$ cat config.mk
export PLATFORM = sky130hd
export DESIGN_NAME = fifo_param
export DESIGN_NICKNAME = d
export VERILOG_FILES = /design/src/rtl/fifo_param.sv
export SDC_FILE = /design/constraint.sdc
export NUM_CORES = 1
export LEC_CHECK = 0
export CAP_MARGIN = 20
export CELL_PAD_IN_SITES_DETAIL_PLACEMENT = 1
export CELL_PAD_IN_SITES_GLOBAL_PLACEMENT = 2
export CORE_ASPECT_RATIO = 1.2
export CORE_UTILIZATION = 35
export DETAILED_ROUTE_END_ITERATION = 10
export GPL_TIMING_DRIVEN = 1
export HOLD_SLACK_MARGIN = 0.02
export PLACE_DENSITY = 0.6
export REMOVE_ABC_BUFFERS = 1
export SLEW_MARGIN = 20
export SYNTH_ARGS = -nofsm -noshare
export SYNTH_HDL_FRONTEND = slang
export SYNTH_SLANG_ARGS = --single-unit
$ cat constraint.sdc
create_clock -name clk -period 7.09 [get_ports clk]
set_clock_uncertainty 0.1 [all_clocks]
set_input_delay 1.7725 -clock clk [delete_from_list [all_inputs] [get_ports clk]]
set_output_delay 1.7725 -clock clk [all_outputs]
set_load 0.02 [all_outputs]
$ cat src/rtl/fifo_param.sv
// fifo_param: parametrised synchronous show-ahead FIFO.
//  - Any power-of-two DEPTH >= 2. All DEPTH entries are usable because each
//    pointer carries one extra wrap bit.
//  - Thresholds: almostFull when numel >= AF_LEVEL, almostEmpty when numel <= AE_LEVEL.
//  - flush synchronously empties the queue and wins over write/read in that cycle.
//  - Optional macro FIFO_ERR_FLAGS_EN adds sticky overflow/underflow flags,
//    which are cleared by clrErr. Without the macro both flags are tied low
//    and clrErr is ignored.
module fifo_param #(
  parameter int WIDTH    = 16,
  parameter int DEPTH    = 16,
  parameter int AF_LEVEL = 12,
  parameter int AE_LEVEL = 2
) (
  input  logic                     clk,
  input  logic                     rst_n,
  input  logic                     flush,
  input  logic                     write,
  input  logic [WIDTH-1:0]         writeData,
  input  logic                     read,
  output logic [WIDTH-1:0]         readData,
  output logic [$clog2(DEPTH):0]   numel,
  output logic                     full,
  output logic                     empty,
  output logic                     almostFull,
  output logic                     almostEmpty,
  output logic                     overflow,
  output logic                     underflow,
  input  logic                     clrErr
);

  localparam int AW = $clog2(DEPTH);   // index width
  localparam int PW = AW + 1;          // pointer width: index plus wrap bit

  localparam logic [PW-1:0] DEPTH_CNT = PW'(DEPTH);
  localparam logic [PW-1:0] AF_CNT    = PW'(AF_LEVEL);
  localparam logic [PW-1:0] AE_CNT    = PW'(AE_LEVEL);
  localparam logic [PW-1:0] PTR_ONE   = PW'(1);

  logic [WIDTH-1:0] mem [DEPTH];
  logic [PW-1:0]    inAddr;
  logic [PW-1:0]    outAddr;
  logic             wrEn;
  logic             rdEn;

  // Status outputs are decoded from the registered pointers only. The wrap
  // bit lets the modulo difference reach DEPTH, so full and empty never alias.
  assign numel       = inAddr - outAddr;
  assign full        = (numel == DEPTH_CNT);
  assign empty       = (numel == '0);
  assign almostFull  = (numel >= AF_CNT);
  assign almostEmpty = (numel <= AE_CNT);

  // A pop frees a slot in the same cycle, so a write to a full FIFO is
  // accepted when a read is accepted alongside it. On an empty FIFO the read
  // is rejected and the write still goes in.
  assign rdEn = read & ~empty;
  assign wrEn = write & (~full | rdEn);

  // Show-ahead: the head entry is always visible. It is don't-care when empty.
  assign readData = mem[outAddr[AW-1:0]];

  // Storage array: capture accepted writes at the tail slot.
  // NOTE: the data array has no reset. Occupancy comes only from the pointers,
  // so stale contents are never observable, and leaving the array unreset lets
  // it map onto plain RAM or flops without a reset net.
  always_ff @(posedge clk) begin
    if (wrEn && !flush) begin
      mem[inAddr[AW-1:0]] <= writeData;
    end
  end

  // Pointer update: an async reset or a flush empties the queue, and
  // otherwise each accepted transfer advances its pointer.
  // NOTE: state registers use non-blocking assignments only, so every flop
  // samples pre-edge values and the result does not depend on block ordering.
  always_ff @(posedge clk or negedge rst_n) begin
    if (!rst_n) begin
      inAddr  <= '0;
      outAddr <= '0;
    end else if (flush) begin
      inAddr  <= '0;
      outAddr <= '0;
    end else begin
      if (wrEn) inAddr  <= inAddr + PTR_ONE;
      if (rdEn) outAddr <= outAddr + PTR_ONE;
    end
  end

`ifdef FIFO_ERR_FLAGS_EN
  logic overflowQ;
  logic underflowQ;

  // Sticky error flags: a new error takes priority over clrErr in the same
  // cycle, and flush leaves the flags untouched.
  always_ff @(posedge clk or negedge rst_n) begin
    if (!rst_n) begin
      overflowQ  <= 1'b0;
      underflowQ <= 1'b0;
    end else begin
      if (write && full && !rdEn) overflowQ <= 1'b1;
      else if (clrErr)            overflowQ <= 1'b0;
      if (read && empty)          underflowQ <= 1'b1;
      else if (clrErr)            underflowQ <= 1'b0;
    end
  end

  assign overflow  = overflowQ;
  assign underflow = underflowQ;
`else
  logic unusedClrErr;
  assign unusedClrErr = clrErr;
  assign overflow     = 1'b0;
  assign underflow    = 1'b0;
`endif

endmodule

### Yosys cells after proc, flatten, opt, wreduce, memory -nomap -nowiden

Memory sizes are Yosys's and may differ from the RTL's.
Index checks and enable logic that the tools add are counted.

| operators by class | value |
|---|---|
| div/mod/pow operators | 0 |
| reduce and logical (&&, ||, !) cells | 5 |
| bitwise operators | 5 |
| shift-type cells | 0 |
| $lt $le $gt $ge | 2 |
| multipliers | 0 |
| eq/ne operators | 1 |
| multiplexer cells | 6 |
| $add $sub $neg | 3 |

Operator list:

| cell | number |
|---|---|
| two-way mux 5 bit | 4 |
| adder 5 x 1 -> 5 bit (second input constant) | 2 |
| equality test 5 bit (second input constant) | 1 |
| greater-or-equal comparator 5 x 4 -> 1 bit (second input constant) | 1 |
| <= comparator 5 x 2 -> 1 bit (second input constant) | 1 |
| logical NOT 5 bit | 1 |
| subtractor 5 bit | 1 |
| nonzero test 2 bit | 2 |
| bitwise AND 1 bit | 2 |
| two-way mux 1 bit | 2 |
| NOT 1 bit | 2 |
| logical AND 1 bit | 1 |
| logical NOT 1 bit | 1 |
| OR 1 bit | 1 |

| storage, ports and cells | value |
|---|---|
| bits of input ports | 22 |
| memory bits (writable) | 256 |
| ROM bits | 0 |
| logic and storage cells | 25 |
| output and inout bits | 27 |
| register bits | 10 |
| memories | 1 |
| latch bits | 0 |

Memories:

| memory | depth | width | read ports | clocked after Yosys merged registers in | write ports | line | text |
|---|---|---|---|---|---|---|---|
| mem | 16 | 16 | 1 | 0 | 1 | 40 | `logic [WIDTH-1:0] mem [DEPTH];` |

### Logic depth before layout (Yosys ltp)

Gate-level depths: netlist (run 1).

| logic depth | value |
|---|---|
| depth after elaboration | 9 |
| gate-level depth with buffers | 12 |
| depth with buffers taken out | 10 |

### Least setup slack after synthesis (run 1)

Ideal clock, no wire load.

| timing path | value |
|---|---|
| kind | register to output |
| from | register outAddr[2] |
| to | output almostEmpty |
| path slack | 1.788 ns |
| arrival | 3.429 ns |
| data required time | 5.217 ns |
| stages on the path, launching flop included | 11 |
| path buffers | 3 |
| cell sequence | dfrtp_1 > clkbuf_1 > clkbuf_1 > clkinv_1 > clkbuf_1 > ha_1 > nand2b_1 > a21oi_2 > xor2_4 > inv_4 > a2111oi_0 |

| between the ends | value |
|---|---|
| cells in the longest elaborated chain, start to end | 2 |

Ends and longest elaborated chain:

| what | line | text |
|---|---|---|
| start: declaration | 42 | `logic [PW-1:0] outAddr;` |
| start signal: assignment | 86 | `if (rdEn) outAddr <= outAddr + PTR_ONE;` |
| subtractor 5 bit | 48 | `assign numel = inAddr - outAddr;` |
| named net numel[4] | 22 | `output logic [$clog2(DEPTH):0] numel,` |
| <= comparator 5 x 2 -> 1 bit | 52 | `assign almostEmpty = (numel <= AE_CNT);` |
| end: declaration | 26 | `output logic almostEmpty,` |

The timed path passes the listed nets, and every way through them passes these cells.

### Final worst setup path (run 1)

| timing path | value |
|---|---|
| from | register outAddr[0] |
| to | output almostEmpty |

| between the ends | value |
|---|---|
| cells in the longest elaborated chain, start to end | 2 |

Ends and longest elaborated chain:

| what | line |
|---|---|
| subtractor 5 bit | 48 |
| <= comparator 5 x 2 -> 1 bit | 52 |

No other way between the ends.

==> out/metrics.csv, run 1 <==
stage,metric,value,unit
routing,Detail Route Antenna Nets,0,
synthesis,Cell variety after synth,45,
synthesis,"Top FF cell, synth",edfxtp_1,
pwr,Peak supply drop,0.173,mV
global_route,first-pass GRT wire length,37.7,mm
timing,RSZ-0062 raised after global routing,false,
global_route,pin count of the biggest net entering global routing,51,
timing,Final Hold Vio Count,0,
pwr,LEAKAGE,0.00400,uW
synthesis,post-synth top area cell,edfxtp_1,
placement,dpl hpwl,14.7,mm
clocking,CTS tree,done,
worst_setup_path,critical path class,reg -> out,
synthesis,total number of yosys warnings,0,
synthesis,Gate Count Post-Synth,558,
pwr,PD cells,330,nW/um^2
synthesis,Synth Register Bits,266,
worst_setup_path,largest fanout on the critical path,19,
timing,Setup Viol. Count Final,0,
outcome,status,"finished, final reports clean",
routing,# DRC,0,
synthesis,"Avg Cell Area, Syn",19.2,sq um
clocking,worst skew pair latency,0.54,ns
clocking,htree depth,1,
placement,port buffer count,45,
routing,Post-Route WL,24.6,mm
placement,dpl cells,986,
floorplanning,# rows,69,
clocking,Clock Sinks,266,
floorplanning,Core Box Area,29900,sq um
global_route,global route total overflow,0,
timing,Slew HR,29.8,%
floorplanning,Die Height,194,microns
finish,Area Overhead vs Synth,17.5,%
routing,Vias,5313,
synthesis,Area contributors post-synth,"edfxtp_1 72%, mux4_2 13%, nand2_1 2.5%, dfrtp_1 2.3%, ha_1 1.1%",
floorplanning,Starting Density,35.8,%
worst_setup_path,"Arr. time, crit path",3.74,ns
timing,"Slew Viols, Final",0,
placement,gp weighted congestion,0.686,
clocking,Post-CTS Hold Fix Bufs,0,
clocking,CTS Buffer Depth,3,
floorplanning,DIE AREA,31300,sq um
clocking,"Clk pin slew, worst setup/hold paths",0.07,ns
worst_setup_path,CP startpoint kind,flop,
finish,# diodes,0,
routing,Via density,5.13,
finish,# nets final,657,
worst_setup_path,Worst Path Required,5.22,ns
global_route,number of global-route vias before repair,5996,
timing,highest achievable clock rate,178,MHz
clocking,post-CTS setup buffer count,0,
global_route,Global Route Usage Sum,16.4,%
synthesis,sequential share of the synthesized area,74.1,%
clocking,Num CTS Buffers,27,
synthesis,post-synth top area share,71.8,%
routing,drt first pass iters,4,
timing,Slew @ Worst Pin,1.05,ns
floorplanning,Die Width,162,microns
finish,final non-filler cell total,1035,
routing,Initial DRC Count,275,
worst_setup_path,Critical Path End Type,primary output,
timing,Final period util,79.2,%
global_route,initial antenna violation count,1,
flow_run,# Max-Cap Violations,0,
clocking,clk root buf,clkbuf_16,
timing,fin crit period,5.62,ns
floorplanning,I/O pin count,49,
pwr,Final Total Pwr,4150,uW
clocking,Post-CTS Resized,0,
routing,post-DR wirelength/cell,23.8,microns
synthesis,Syn Std Cell Area,10700,sq um
synthesis,"EDFF count, synth",256,
finish,share of post-route cells with drive strength above 1,25.1,%
timing,TNS Setup,0,ns
min_path,Hold Path Class,reg -> reg,
synthesis,ys async rst share,3.76,%
-- synth_stat cells, types with 2 or more instances --
cell type	count
buf_2	8
nor3_1	6
ha_1	9
clkinv_1	2
dfrtp_1	10
nand2b_1	3
a31oi_1	16
or2_2	3
mux4_2	64
nand3_1	4
a21oi_1	4
xor2_4	2
nand4_1	2
edfxtp_1	256
mux2i_1	3
nor2_1	19
and3_1	16
xnor2_1	3
nand2_1	71
buf_4	3
clkbuf_1	19
inv_1	6
o21ai_0	3
or3b_4	2
nor2b_1	2
or3_1	3
-- cell families (layout without fill, tap and decap cells) --
| family | count (synthesis) | count (layout) | share of synthesized area (%) |
|---|---|---|---|
| multiplexers | 67 | 67 | 13.7 |
| other | 1 | 2 | 0.0350 |
| adder cells (fa/ha/maj) | 10 | 10 | 1.24 |
| AND/OR/NAND/NOR | 138 | 138 | 6.14 |
| flip-flops | 266 | 266 | 74.1 |
| buffers and inverters | 40 | 126 | 1.62 |
| XOR/XNOR | 7 | 7 | 0.994 |
| AO/OA/AOI/OAI | 29 | 29 | 2.08 |
-- power by group --
group	leakage (uW)	internal, uW	total, uW	switching [uW]
Combinational	0.00114	466	989	523
Sequential	0.00244	1750	1800	46.3
Clock	0.000417	774	1360	590
-- final cells by class --
| class | instances | area [sq um] |
|---|---|---|
| Clock inverter | 18 | 154 |
| Fill cell | 2892 | 17300 |
| Sequential cell | 266 | 7940 |
| Clock buffer | 31 | 691 |
| Multi-Input combinational cell | 253 | 2650 |
| Inverter | 9 | 36.3 |
| Tap cell | 390 | 488 |
| Timing Repair Buffer | 68 | 623 |
-- final timing paths --
kind / cells past startpoint / from / endpoint / slack (ns)
max in group asynchronous: 1 / rst_n / outAddr[0] / 4.96
hold reg to reg: 2 / inAddr[4] / inAddr[4] / 0.51
setup reg to reg: 8 / outAddr[0] / mem[2][12] / 2.96
setup / recovery: 8 / outAddr[0] / almostEmpty / 1.47
hold / removal: 2 / inAddr[4] / inAddr[4] / 0.51
min in group asynchronous: 1 / rst_n / inAddr[1] / 1.50
-- sequential cells by signal, summed over array words and instances, names as in the netlist --
| name | count |
|---|---|
| mem | 256 |
| inAddr | 5 |
| outAddr | 5 |
-- critical path: stages, from the launching register on --
cell and delay [ns]:
dfrtp_4 0.63, ha_1 0.28, fa_1 0.40, nand2b_1 0.17, a21oi_2 0.22, xor2_4 0.31
inv_4 0.09, a2111oi_0 0.39, clkdlybuf4s50_1 0.69
-- metal layers --
metal	routed length (microns)	track usage, %	up-vias
li1	-	-	2350
met3	812	2.23	32
met2	12400	28.0	101
met1	10800	21.7	2828
met5	12	0	-
met4	544	4.75	2
-- placed cells by master (no fill, tap or decap), types with 2 or more instances in the layout --
cell,netlist,routed
nor2_2,1,13
nor2_1,19,7
o21ai_0,3,3
and3_1,16,16
clkbuf_16,0,27
ha_1,9,9
conb_1,1,2
nand4_1,2,2
a31oi_1,16,16
a21oi_1,4,4
clkinv_2,0,7
nand2b_1,3,3
buf_4,3,23
edfxtp_1,256,256
or2_2,3,3
or3_1,3,3
inv_1,6,6
dfrtp_1,10,7
nor3_1,6,2
bufinv_16,0,2
nor3_2,0,4
clkdlybuf4s50_1,0,45
nor2b_1,2,2
xor2_4,2,2
nand3_1,4,4
mux4_2,64,64
clkbuf_1,19,4
mux2i_1,3,3
or3b_4,2,2
clkinv_1,2,8
nand2_1,71,71
xnor2_1,3,3
dfrtp_2,0,2
-- through the flow --
step / setup slack, ns / util, % / instance area, sq um / hold slack (ns)
after floorplan: 0.262 / - / 10600 / 0.463
after global placement: 2.01 / 39.3 / 11700 / 0.495
after detailed placement: 1.99 / 39.3 / 11700 / 0.508
after CTS: 1.39 / 42.1 / 12600 / 0.521
after global routing: 1.22 / 42.1 / 12600 / 0.555
final: 1.47 / 42.1 / 12600 / 0.515
Note: power is estimated with default switching activity, not from simulation.
==> run 2: changes to the inputs <==
==> constraint.sdc (replaced) <==
create_clock -name clk -period 5.49 [get_ports clk]
set_clock_uncertainty 0.1 [all_clocks]
set_input_delay 1.3725 -clock clk [delete_from_list [all_inputs] [get_ports clk]]
set_output_delay 1.3725 -clock clk [all_outputs]
set_load 0.02 [all_outputs]
==> out/metrics.csv, run 2 (synthesized netlist as in run 1, its figures left out) <==
stage,metric,value,unit
clocking,Num CTS Buffers,27,
clocking,htree depth,1,
global_route,number of global-route vias before repair,5900,
worst_setup_path,largest fanout on the critical path,26,
timing,Final Hold Vio Count,0,
worst_setup_path,CP startpoint kind,flop,
pwr,Peak supply drop,0.297,mV
floorplanning,I/O pin count,49,
finish,Area Overhead vs Synth,17.7,%
pwr,LEAKAGE,0.00401,uW
routing,Post-Route WL,24.7,mm
timing,highest achievable clock rate,191,MHz
timing,"Slew Viols, Final",0,
global_route,pin count of the biggest net entering global routing,52,
min_path,Worst Hold End,outAddr[4],
clocking,CTS Buffer Depth,3,
min_path,Worst Min Path Start,outAddr[4],
finish,# diodes,0,
floorplanning,# rows,69,
floorplanning,Core Box Area,29900,sq um
placement,Placed Area,11700,sq um
timing,Slew @ Worst Pin,0.835,ns
worst_setup_path,FF-to-FF Start,outAddr[0],
timing,Final period util,95.3,%
finish,area of the multi-input gates,2650,sq um
worst_setup_path,RR Endpoint,mem[10][12],
floorplanning,Die Height,194,microns
timing,fin crit period,5.23,ns
placement,dpl cells,986,
routing,Via density,5.13,
placement,dpl hpwl,14.1,mm
finish,max reg flops,256,
finish,# nets final,657,
global_route,initial antenna violation count,1,
clocking,clk root buf,clkbuf_16,
clocking,worst skew pair latency,0.53,ns
finish,"commonest non-fill, non-tap cell in the layout",edfxtp_1,
clocking,Clock Sinks,266,
worst_setup_path,Buf/Inv on CP,2,
min_path,worst hold stages,2,
finish,final non-filler cell total,1035,
flow_run,# Max-Cap Violations,0,
global_route,global route total overflow,0,
timing,Setup Viol. Count Final,0,
worst_setup_path,critical path class,reg -> out,
clocking,CTS tree,done,
floorplanning,DIE AREA,31300,sq um
timing,Slew HR,44.3,%
outcome,status,"finished, final reports clean",
worst_setup_path,CP top delay family,buffers and inverters,
pwr,PD cells,428,nW/um^2
timing,RSZ-0062 raised after global routing,false,
finish,"commonest cells after routing, fill and taps aside","256 x edfxtp_1, 71 x nand2_1, 64 x mux4_2, 45 x clkdlybuf4s50_1, 27 x clkbuf_16",
clocking,Post-CTS Hold Fix Bufs,0,
worst_setup_path,Critical Path End Type,primary output,
worst_setup_path,Reg2Reg Depth,9,
worst_setup_path,worst-path cell chain,"ha_1, fa_1, nand2b_1, a21oi_2, xor2_4, inv_4, a2111oi_0, clkdlybuf4s50_1",
timing,fin worst setup slack,0.256,ns
finish,final instance area,12600,sq um
min_path,Hold Path Class,reg -> reg,
global_route,first-pass GRT wire length,37.7,mm
routing,# DRC,0,
global_route,Global Route Usage Sum,16.5,%
floorplanning,Die Width,162,microns
finish,share of post-route cells with drive strength above 1,25.0,%
placement,port buffer count,45,
finish,Sequential cell area,7940,sq um
placement,Setup WS pre-CTS,0.746,ns
worst_setup_path,"Arr. time, crit path",3.76,ns
clocking,post-CTS setup buffer count,0,
placement,gp weighted congestion,0.701,
clocking,"Clk pin slew, worst setup/hold paths",0.06,ns
worst_setup_path,Worst Path Required,4.02,ns
finish,FILL cells,2892,
floorplanning,Starting Density,35.8,%
routing,Vias,5309,
routing,Initial DRC Count,381,
worst_setup_path,slowest cell on the critical path,dfrtp_4,
routing,post-DR wirelength/cell,23.9,microns
worst_setup_path,R2R Setup Slk,1.47,ns
routing,drt first pass iters,4,
routing,Detail Route Antenna Nets,0,
worst_setup_path,Crit path largest cell delay,0.69,ns
## run 2: metal layers
layer | vias to the layer above | global-route usage (%) | wire, microns
met5 | - | 0 | 11
met4 | 2 | 4.12 | 466
li1 | 2351 | - | -
met3 | 32 | 2.21 | 1200
met1 | 2806 | 21.9 | 10500
met2 | 118 | 28.4 | 12500
## run 2: how the worst max path moves through the flow
stage          startpoint     endpoint  slack [ns]  cells past startpoint
2_1_floorplan  outAddr[0]  almostEmpty       -0.94                      7
3_3_place_gp   outAddr[0]  readData[5]        0.74                      6
3_5_place_dp   outAddr[0]  readData[5]        0.75                      6
4_1_cts        outAddr[0]  almostEmpty        0.14                      8
5_1_grt        outAddr[0]  almostEmpty       0.006                      8
6_report       outAddr[0]  almostEmpty        0.26                      8
## run 2: timing repair
action / in CTS / in global routing
setup endpoints to repair: 0 / 2
endpoints found under the hold margin: 0 / 0
resized for setup: 0 / 1
## run 2: tightest hold or removal path, cell delays in order (launching register included)
cell and delay [ns]:
dfrtp_1 0.42, or4_1 0.15, nand2_1 0.05
## run 2: report_power, final
| part | total, uW | switching, uW | internal (uW) |
|---|---|---|---|
| Sequential | 2320 | 54.1 | 2260 |
| Combinational | 1280 | 682 | 603 |
| Clock | 1790 | 745 | 1050 |
## run 2: area by class of cell
| type | count | share of cell area [%] |
|---|---|---|
| timing repair buffer | 68 | 4.97 |
| multi-input combinational | 253 | 21.0 |
| tap | 390 | 3.87 |
| sequential | 266 | 63.0 |
| clock buffer | 33 | 5.54 |
| clock inverter | 16 | 1.27 |
| inverter | 9 | 0.288 |
## run 2: stage by stage
step           util, %  setup TNS (ns)  total power (uW)  hold WS, ns
3_5_place_dp      39.3               0              3670        0.555
4_1_cts           42.2               0              5480        0.565
3_3_place_gp      39.3               0              3660        0.524
6_report          42.2               0              5390        0.554
2_1_floorplan        -          -72.96              3210        0.463
5_1_grt           42.2               0              5630        0.596
